$ cat config.mk
export PLATFORM = sky130hd
export DESIGN_NAME = gpo_pad_tx
export DESIGN_NICKNAME = d
export VERILOG_FILES = /design/src/rtl/gpo_pad_tx.sv
export SDC_FILE = /design/constraint.sdc
export NUM_CORES = 1
export LEC_CHECK = 0
export ABC_AREA = 1
export ABC_CLOCK_PERIOD_IN_PS = 2900
export CAP_MARGIN = 20
export CORE_MARGIN = 1
export CORE_UTILIZATION = 52
export DETAILED_ROUTE_END_ITERATION = 8
export MAX_ROUTING_LAYER = met4
export PLACE_DENSITY = 0.72
export SLEW_MARGIN = 20
export SYNTH_ARGS = -nofsm -noshare
export SYNTH_HDL_FRONTEND = slang
export SYNTH_SLANG_ARGS = --single-unit
export TNS_END_PERCENT = 1
$ cat constraint.sdc
create_clock -name CLK_I -period 2.9 [get_ports CLK_I]
set_input_delay 0.58 -clock CLK_I [delete_from_list [all_inputs] [get_ports CLK_I]]
set_output_delay 0.58 -clock CLK_I [all_outputs]
set_load 0.03 [all_outputs]
$ cat src/rtl/gpo_pad_tx.sv
// GPIO pad transmit controller: UART-style frames on DO_O with OE_O sequenced around each burst.
// Optional loopback contention check on DI_I is built when GPO_LOOPBACK_CHECK_EN is defined.
module gpo_pad_tx #(
  parameter int CLKDIV    = 16,
  parameter int LEAD_BITS = 1,
  parameter int HOLD_BITS = 2
) (
  input  logic       CLK_I,
  input  logic       RST_I,
  input  logic [7:0] DATA_I,
  input  logic       VALID_I,
  output logic       READY_O,
  output logic       DO_O,
  output logic       OE_O,
  output logic       BUSY_O,
  input  logic       DI_I,
  output logic       ERR_O
);

  localparam int TW   = $clog2(CLKDIV);
  localparam int MAXB = (LEAD_BITS > HOLD_BITS)
                        ? ((LEAD_BITS > 8) ? LEAD_BITS : 8)
                        : ((HOLD_BITS > 8) ? HOLD_BITS : 8);
  localparam int CW   = $clog2(MAXB);

  typedef enum logic [2:0] {
    S_IDLE,
    S_LEAD,
    S_START,
    S_DATA,
    S_STOP,
    S_HOLD
  } state_t;

  state_t          state;
  logic [TW-1:0]   tmr;
  logic [CW-1:0]   cnt;
  logic [7:0]      shift;
  logic [7:0]      buf_dat;
  logic            buf_full;
  logic            do_q;
  logic            oe_q;
  logic            busy_q;

  logic bit_end;
  logic accept;
  logic lead_done;
  logic hold_done;
  logic load;
  logic idle_nxt;

  assign bit_end   = (tmr == TW'(CLKDIV - 1));
  assign READY_O   = !buf_full && !RST_I;
  assign accept    = VALID_I && READY_O;
  assign lead_done = (cnt == CW'(LEAD_BITS - 1));
  assign hold_done = (cnt == CW'(HOLD_BITS - 1));

  // The buffer empties on every edge that enters START.
  assign load = bit_end && (((state == S_LEAD) && lead_done) ||
                            (((state == S_STOP) || (state == S_HOLD)) && buf_full));

  // In both idle-bound cases the buffer is empty, so only a same-edge accept keeps BUSY_O up.
  assign idle_nxt = !buf_full && ((state == S_IDLE) ||
                                  ((state == S_HOLD) && bit_end && hold_done));

  always_ff @(posedge CLK_I) begin
    if (RST_I) begin
      buf_full <= 1'b0;
      buf_dat  <= 8'h00;
    end else if (accept) begin
      buf_full <= 1'b1;
      buf_dat  <= DATA_I;
    end else if (load) begin
      buf_full <= 1'b0;
    end
  end

  always_ff @(posedge CLK_I) begin
    if (RST_I) begin
      state  <= S_IDLE;
      tmr    <= '0;
      cnt    <= '0;
      shift  <= 8'h00;
      do_q   <= 1'b1;
      oe_q   <= 1'b0;
      busy_q <= 1'b0;
    end else begin
      busy_q <= !idle_nxt || accept;

      if (state == S_IDLE || bit_end) tmr <= '0;
      else                            tmr <= tmr + TW'(1);

      case (state)
        S_IDLE: begin
          if (buf_full) begin
            state <= S_LEAD;
            cnt   <= '0;
            oe_q  <= 1'b1;
            do_q  <= 1'b1;
          end
        end
        S_LEAD: begin
          if (bit_end) begin
            if (lead_done) begin
              state <= S_START;
              shift <= buf_dat;
              cnt   <= '0;
              do_q  <= 1'b0;
            end else begin
              cnt <= cnt + CW'(1);
            end
          end
        end
        S_START: begin
          if (bit_end) begin
            state <= S_DATA;
            cnt   <= '0;
            do_q  <= shift[0];
          end
        end
        S_DATA: begin
          if (bit_end) begin
            shift <= {1'b0, shift[7:1]};
            if (cnt == CW'(7)) begin
              state <= S_STOP;
              cnt   <= '0;
              do_q  <= 1'b1;
            end else begin
              cnt  <= cnt + CW'(1);
              do_q <= shift[1];
            end
          end
        end
        S_STOP: begin
          if (bit_end) begin
            cnt <= '0;
            if (buf_full) begin
              state <= S_START;
              shift <= buf_dat;
              do_q  <= 1'b0;
            end else begin
              state <= S_HOLD;
              do_q  <= 1'b1;
            end
          end
        end
        S_HOLD: begin
          if (bit_end) begin
            if (buf_full) begin
              state <= S_START;
              shift <= buf_dat;
              cnt   <= '0;
              do_q  <= 1'b0;
            end else if (hold_done) begin
              state <= S_IDLE;
              cnt   <= '0;
              oe_q  <= 1'b0;
              do_q  <= 1'b1;
            end else begin
              cnt <= cnt + CW'(1);
            end
          end
        end
        default: begin
          state <= S_IDLE;
          oe_q  <= 1'b0;
          do_q  <= 1'b1;
        end
      endcase
    end
  end

  assign DO_O   = do_q;
  assign OE_O   = oe_q;
  assign BUSY_O = busy_q;

`ifdef GPO_LOOPBACK_CHECK_EN
  logic err_q;

  // Readback is compared mid-bit, where the pad has had half a bit-time to settle.
  always_ff @(posedge CLK_I) begin
    if (RST_I) begin
      err_q <= 1'b0;
    end else if ((state != S_IDLE) && (tmr == TW'(CLKDIV / 2)) && (DI_I != do_q)) begin
      err_q <= 1'b1;
    end
  end

  assign ERR_O = err_q;
`else
  logic unused_di;
  assign unused_di = DI_I;
  assign ERR_O     = 1'b0;
`endif

endmodule

==> flow_metrics.py <==
metrics = {
    "clock_tree": {
        "cts_setup_buffers": 0,
        "post_cts_resized": 0,
        "clk_root_buffer_cell": "sky130_fd_sc_hd__clkbuf_4",
        "clock_latency_reported_for_the_late_side_of_the_worst_skew_pair_ns": 0.33,
        "cts_tree": "built",
        "cts_buffers": 5,
        "maximum_clock_insertion_buffer_count": 2,
        "number_of_h_tree_branching_levels": 2,
        "cts.clk_slew.worst_paths_ns": 0.09,
        "numClockSinks": 30,
        "hold_buffers": 0,
    },
    "critical_path": {
        "crit-reg2reg-capture": "state[2]",
        "setup.worst_path.start_class": "input port",
        "worstPathBufferInverterCount": 2,
        "crit_type": "in2out",
        "path_common_cell": "sky130_fd_sc_hd__clkdlybuf4s50_1",
        "worst_setup_path_end_kind": "output port",
        "timing.rr.start": "state[1]",
        "critical_path.cell_chain": "clkdlybuf4s50_1 -> nor2_1 -> clkdlybuf4s50_1",
        "worst_r2r_path_depth": 9,
        "critPathSlowestCell": "sky130_fd_sc_hd__clkdlybuf4s50_1",
        "cp_data_arrival_time_ns": 1.90,
        "worst-r2r-setup-slack_ns": 1.10,
        "worst_path_dominant_cell_family": "buffers and inverters",
        "critPathMaxFanout": 2,
        "crit_path_max_incr_delay_ns": 0.70,
        "timing.critical_path.required_ns": 2.32,
    },
    "route": {
        "postRouteWirelength_mm": 3.31,
        "initialDrtViolationCount": 64,
        "post_drt_via_cell_ratio": 5.07,
        "drt-pass1-iter-count": 4,
        "routed-via-count": 1516,
        "routed_wire_length_per_instance_um": 11.1,
        "final_antenna_net_count": 0,
        "remaining_design_rule_violation_count": 0,
    },
    "layout": {
        "fraction_of_layout_cells_with_a_size_suffix_above_1": 0.165,
        "final_common_cell": "sky130_fd_sc_hd__nand2_1",
        "fin_nets": 271,
        "flow.area_growth_from_synthesis_pct": 10.9,
        "most-common-layout-cells": "50 x sky130_fd_sc_hd__nand2_1, 30 x sky130_fd_sc_hd__dfxtp_1, 25 x sky130_fd_sc_hd__nor2_1",
        "final_design_area_no_fill_um2": 1940,
        "antennaDiodeCount": 0,
        "final.fill_count": 310,
    },
    "power": {
        "power_leakage_nw": 0.833,
        "peakVddDrop_uv": 388,
        "power.density_nw_per_um2": 889,
    },
    "synthesis": {
        "ys_top_cells_by_area": "sky130_fd_sc_hd__dfxtp_1 34%, sky130_fd_sc_hd__nand2_1 11%, sky130_fd_sc_hd__nand3_1 5.7%, sky130_fd_sc_hd__o21ai_0 5.4%, sky130_fd_sc_hd__nor2_1 5.4%",
        "muxShareOfSynthArea": 0,
        "synthXorXnorAreaFrac": 0.0100,
        "synth_largest_type_area_fraction": 0.343,
        "synthArstFlopShare": 0,
        "synth_area_leader_cell": "sky130_fd_sc_hd__dfxtp_1",
        "mean_area_per_synthesized_cell_um2": 7.29,
        "syn-cell-area_um2": 1750,
        "main_combinational_cell_family_by_area_after_synthesis": "simple AND/OR/NAND/NOR gates",
        "synth_enable_flop_cells": 0,
        "synthAdderAreaFrac": 0.0357,
        "synth_cell_types": 30,
        "synth_seq_area_share": 0.343,
        "synth_flop_cell": "sky130_fd_sc_hd__dfxtp_1",
        "number_of_nets_in_the_synthesized_netlist": 257,
        "synthCells": 240,
        "synth_compound_gate_area_share": 0.124,
        "synth_warn": 0,
        "ys_ff_latch": 30,
        "synthSimpleGateAreaFrac": 0.383,
    },
    "timing": {
        "skew_ns": 0.00848,
        "finalCriticalPeriod_ns": 2.48,
        "worst_pin_slew_ns": 0.519,
        "report.final.slew_viol_count": 0,
        "rsz_0062_raised_after_global_routing": "no",
        "report.final.hold_viol_count": 0,
        "max_slew_margin": 0.653,
        "timing.final.crit_share": 0.854,
        "setup-tns-final_ns": 0,
        "finalSetupViolCount": 0,
        "max_freq_mhz": 404,
    },
    "die": {
        "fp.dieArea_um2": 3600,
        "placement_rows": 20,
        "initial_utilization": 0.560,
        "die_height_um": 60.0,
        "core_area_um2": 3130,
        "pin_count": 17,
        "die_w_um": 60.0,
    },
    "placed_design": {
        "globalplace.congestion": 0.884,
        "dp.final_hpwl_mm": 2.56,
        "place.port_buffers": 14,
        "placed_cell_area_um2": 1880,
    },
    "global_route": {
        "number_of_antenna_violations_at_the_first_check_in_global_routing": 0,
        "first_global_vias": 1212,
        "global_route.usage.total": 0.219,
        "grt_first_pass_wirelength_mm": 5.56,
        "grt_start_max_net_pins": 19,
        "grt-ovfl-total": 0,
    },
    "hold_path": {
        "whs_path_depth": 1,
        "holdPathEnd": "tmr[0]",
        "worst_hold_launch": "tmr[0]",
        "hold_path_class": "reg2reg",
    },
    "status": {
        "outcome": "finished clean",
    },
    "flow_run": {
        "cap_violations": 0,
    },
}
-- cells by family (layout without fill, tap and decap cells) --
| kind of cell | after synthesis | in the layout |
|---|---|---|
| AND/OR/NAND/NOR | 130 | 130 |
| XOR/XNOR | 2 | 2 |
| other | 1 | 1 |
| buffers and inverters | 34 | 49 |
| AO/OA/AOI/OAI | 38 | 38 |
| adder cells (fa/ha/maj) | 5 | 5 |
| flip-flops | 30 | 30 |
-- cells in the mapped netlist, types with 2 or more instances --
master / number
sky130_fd_sc_hd__nand2_1: 50
sky130_fd_sc_hd__dfxtp_1: 30
sky130_fd_sc_hd__nor2_1: 25
sky130_fd_sc_hd__inv_1: 22
sky130_fd_sc_hd__nand3_1: 20
sky130_fd_sc_hd__o21ai_0: 19
sky130_fd_sc_hd__a21oi_1: 10
sky130_fd_sc_hd__nor2_2: 10
sky130_fd_sc_hd__ha_1: 5
sky130_fd_sc_hd__nor3_1: 5
sky130_fd_sc_hd__o21ai_2: 5
sky130_fd_sc_hd__nand2_4: 4
sky130_fd_sc_hd__nand3_2: 4
sky130_fd_sc_hd__nand4_1: 4
sky130_fd_sc_hd__buf_2: 3
sky130_fd_sc_hd__buf_4: 3
sky130_fd_sc_hd__nor2_4: 3
sky130_fd_sc_hd__a31oi_1: 2
sky130_fd_sc_hd__buf_6: 2
sky130_fd_sc_hd__inv_2: 2
sky130_fd_sc_hd__nand2_2: 2
sky130_fd_sc_hd__o211ai_1: 2
-- sequential cells by signal, summed over array words and instances, names as in the netlist --
signal	flops
DO_O	1
buf_full	1
cnt	3
BUSY_O	1
tmr	4
shift	8
OE_O	1
buf_dat	8
state	3
-- worst max path at each step --
stage / start / endpoint / slack (ns) / depth (start not counted)
2_1_floorplan: RST_I / buf_dat[5] / 1.24 / 5
3_3_place_gp: RST_I / READY_O / 0.42 / 3
3_5_place_dp: RST_I / READY_O / 0.45 / 3
4_1_cts: RST_I / READY_O / 0.43 / 3
5_1_grt: RST_I / READY_O / 0.39 / 3
6_report: RST_I / READY_O / 0.42 / 3
-- stage by stage --
| stage | std cells | setup WS [ns] | hold WS [ns] | utilization | total power, mW |
|---|---|---|---|---|---|
| 4_1_cts | 299 | 0.429 | 0.459 | 0.620 | 1.74 |
| 6_report | 299 | 0.425 | 0.450 | 0.620 | 1.73 |
| 5_1_grt | 299 | 0.386 | 0.473 | 0.620 | 1.88 |
| 2_1_floorplan | 240 | 1.24 | 0.418 | - | 1.36 |
| 3_5_place_dp | 291 | 0.447 | 0.438 | 0.601 | 1.47 |
| 3_3_place_gp | 291 | 0.424 | 0.431 | 0.601 | 1.46 |
-- layout make-up --
cell class / count / area (um^2) / share of cell area
repair buffers: 16 / 155 / 0.0799
clock inverters: 1 / 5.00 / 0.00258
well taps: 44 / 55.1 / 0.0284
flip-flops and latches: 30 / 601 / 0.309
multi-input cells: 176 / 971 / 0.500
inverters: 25 / 98.8 / 0.0509
clock buffers: 7 / 55.1 / 0.0284
-- routing by layer --
| layer | up-vias | wire (um) | GRT usage | share of wire |
|---|---|---|---|---|
| li1 | 818 | - | - | - |
| met1 | 660 | 1650 | 0.295 | 0.50 |
| met4 | 0 | 53 | 0.0797 | 0.016 |
| met5 | - | 0 | - | 0 |
| met2 | 32 | 1460 | 0.313 | 0.44 |
| met3 | 6 | 149 | 0.0584 | 0.045 |
-- report_power, final --
group          internal [mW]  switching (mW)
logic                  0.307           0.526
clock network          0.117           0.142
registers              0.517           0.116
total                  0.941           0.784
Note: power is estimated with default switching activity, not from simulation.
==> variant 1 (same settings) <==
`HOLD_BITS`: 2 -> 4.
--- a/src/rtl/gpo_pad_tx.sv
+++ b/src/rtl/gpo_pad_tx.sv
@@ -4,5 +4,5 @@
   parameter int CLKDIV    = 16,
   parameter int LEAD_BITS = 1,
-  parameter int HOLD_BITS = 2
+  parameter int HOLD_BITS = 4
 ) (
   input  logic       CLK_I,
Formal check against the unedited RTL: no difference found for any inputs over 10 cycles, from zero or initial values and one cycle with RST_I high; that may be too few to reach the edited logic, so the function may still have changed.
==> variant 1 against the original RTL <==
Critical path type unchanged. Cell area fell by 9.9%. Sequential power shrank 2%. Worst setup slack improved by 4.3 ps. Non-clock buffer count fell by 1. Area after synthesis fell by 12%. Wire length fell by 1.7%. Register-to-register slack improved by 220 ps. Power down 1.6%. Sequential cell count unchanged.
==> variant 1: results <==
{
  "status": "finished clean",
  "top_regs": "buf_dat (8), shift (8), tmr (4)",
  "pre_cts_slack_ps": 425,
  "routed-wl-met2_um": 1600,
  "critical-path-top-delay-family": "buffers and inverters",
  "place.gp.congestion": 0.879,
  "ir_drop_v": 0.000802,
  "layout.nets": 257,
  "hpwl_um": 2410,
  "crit_fanout": 4,
  "cts_setup_buffers": 0,
  "grt_first_pass_wirelength_um": 5550,
  "ys_seq_area_share_pct": 38.9,
  "wl_met3_um": 123,
  "worstSetupStartpoint": "RST_I",
  "finalWorstSetupSlack_ps": 429,
  "wl_met1_um": 1460,
  "yosysUniqueCellTypes": 26,
  "grt.total_usage_pct": 23.3,
  "post_drt_wl_per_cell_um": 12.0,
  "drtIter0Drc": 53,
  "rr_worst_depth": 10,
  "grt_pass1_vias": 1295,
  "syn_avg_cell_area_um2": 6.86,
  "avgViaCountPerCell": 5.45,
  "worstHoldStart": "buf_dat[1]$_SDFFE_PP0P_",
  "ys_top_cells_by_area": "dfxtp_1, nand2_1, o21ai_0, nor2_1, nand3_1",
  "dr_total_vias": 1482,
  "min_to": "buf_dat[1]$_SDFFE_PP0P_",
  "leakage_nw": 0.808,
  "dpl_cell_area_um2": 1690,
  "finClkSkew_ps": 9.43,
  "whs_ps": 458
}
[variant 1: logic make-up after synthesis]
family	count (synthesis)	synth area share, %
buffers and inverters	32	8.75
and+or+nand+nor	112	32.1
adders and majority gates	5	4.05
other	1	0.243
xor gates and xnor gates	2	1.13
DFF	30	38.9
AOI/OAI and AO/OA	43	14.8
[variant 1: metal layers]
metal,vias to the layer above,GRT usage (%)
li1,755,-
met1,676,25.6
met2,42,38.3
met3,9,5.30
met4,0,13.9
met5,-,-
[variant 1: area by class of cell]
| class | count | area [um^2] |
|---|---|---|
| inverter | 25 | 93.8 |
| fill | 259 | 1030 |
| sequential | 30 | 601 |
| clock inverter | 1 | 5.00 |
| clock buffer | 7 | 55.1 |
| multi-input combinational | 163 | 808 |
| tap | 31 | 38.8 |
| timing repair buffer | 15 | 148 |
[variant 1: power by group]
part           total, mW  switching [mW]  internal, mW
clock network      0.266           0.149         0.117
logic              0.809           0.524         0.285
registers          0.622          0.0996         0.522
total               1.70           0.773         0.925
==> variant 2 (same flow settings) <==
Made on the original files. Re-encode `state_t` (6 states) as one-hot, 6 bits wide.
--- a/src/rtl/gpo_pad_tx.sv
+++ b/src/rtl/gpo_pad_tx.sv
@@ -24,11 +24,11 @@
   localparam int CW   = $clog2(MAXB);
 
-  typedef enum logic [2:0] {
-    S_IDLE,
-    S_LEAD,
-    S_START,
-    S_DATA,
-    S_STOP,
-    S_HOLD
+  typedef enum logic [5:0] {
+    S_IDLE  = 6'b000001,
+    S_LEAD  = 6'b000010,
+    S_START = 6'b000100,
+    S_DATA  = 6'b001000,
+    S_STOP  = 6'b010000,
+    S_HOLD  = 6'b100000
   } state_t;
 
Behaviour: same outputs for any inputs over 10 cycles, from zero or initial values and one cycle with RST_I high; not proved beyond that.
==> variant 2 against the original RTL <==
Area after synthesis up 11%. Die area rose by 11%. Wire length rose by 29%. Sequential cell count is 3 higher. Synthesized cell count up 25%. Worst setup slack gained 25 ps. Count of clock-buffer cells in the layout is the same. First-iteration DRC count is 73% higher. Power increased by 37%. Worst hold slack worse by 4.4 ps. Cell area rose by 15%. Largest cell class unchanged. Clock skew is 1.9 ps lower. Fmax up 1.0%.
==> variant 2: results <==
{
  "status": "finished clean",
  "arrival_ps": 1870,
  "pre_cts_slack_ps": 443,
  "dr.pass1.iters": 7,
  "r2r-start": "state[2]$_SDFFE_PP0P_",
  "synthAdderAreaFrac_pct": 3.22,
  "grt_first_pass_wirelength_um": 7420,
  "fmax_ghz": 0.408,
  "power_switching_mw": 1.09,
  "cts_root_buf": "clkbuf_8",
  "syn_avg_cell_area_um2": 6.48,
  "grt_max_degree": 20,
  "synth_xor_area_share_pct": 0.901,
  "yosys-top-cells-count": "nand2_1, nor2_1, dfxtp_1, nand3_1, inv_1",
  "drtIter0Drc": 111,
  "rr_endpoint": "state[4]$_SDFFE_PP0P_",
  "finClkSkew_ps": 6.56,
  "p_per_area_nw_per_um2": 1060,
  "leakage_nw": 1.13,
  "clk_latency_ps": 280,
  "top_regs": "buf_dat (8), shift (8), state (6)",
  "grt_pass1_vias": 1706,
  "clkTransAtPathRegs_ps": 70,
  "rr_worst_depth": 10,
  "p_comb_share_pct": 51.9,
  "grt.total_usage_pct": 24.6,
  "synth_compound_area_share_pct": 7.15,
  "yosysUniqueCellTypes": 29,
  "drive_above_1_share_pct": 10.4,
  "use_met1_pct": 28.1,
  "wl_met1_um": 1930,
  "synth_fp_nets": 317,
  "ys_seq_area_share_pct": 34.0,
  "dp_cells": 355,
  "hpwl_um": 3130,
  "ir_drop_v": 0.000479,
  "cts_made_buffers": 5,
  "layout.nets": 333,
  "ys_top_cells_by_area": "dfxtp_1, nand2_1, nor2_1, nand3_1, inv_1",
  "avgViaCountPerCell": 5.20,
  "power.clock.total_mw": 0.453,
  "dr_total_vias": 1888,
  "muxShareOfSynthArea_pct": 0,
  "wl_met3_um": 239,
  "post_drt_wl_per_cell_um": 11.8,
  "routed-wl-met2_um": 2040
}
variant 2: area by class of cell:
cell class	instances	area, um^2
Inverter	32	120
Clock buffer	7	86.3
Timing Repair Buffer	15	148
Sequential cell	33	661
Clock inverter	1	30.0
Fill cell	344	1250
Multi-Input combinational cell	229	1120
Tap cell	46	57.6
variant 2: critical path, stage by stage:
cell and delay, ps:
clkdlybuf4s50_1 460, nor2_1 150, clkdlybuf4s50_1 690
variant 2: per-stage QoR:
| stage | cell area [um^2] | util [%] | hold WS [ps] |
|---|---|---|---|
| 2_1_floorplan | 1940 | - | 418 |
| 3_3_place_gp | 2110 | 60.7 | 431 |
| 3_5_place_dp | 2110 | 60.7 | 434 |
| 4_1_cts | 2220 | 64.1 | 448 |
| 5_1_grt | 2220 | 64.1 | 472 |
| 6_report | 2220 | 64.1 | 445 |
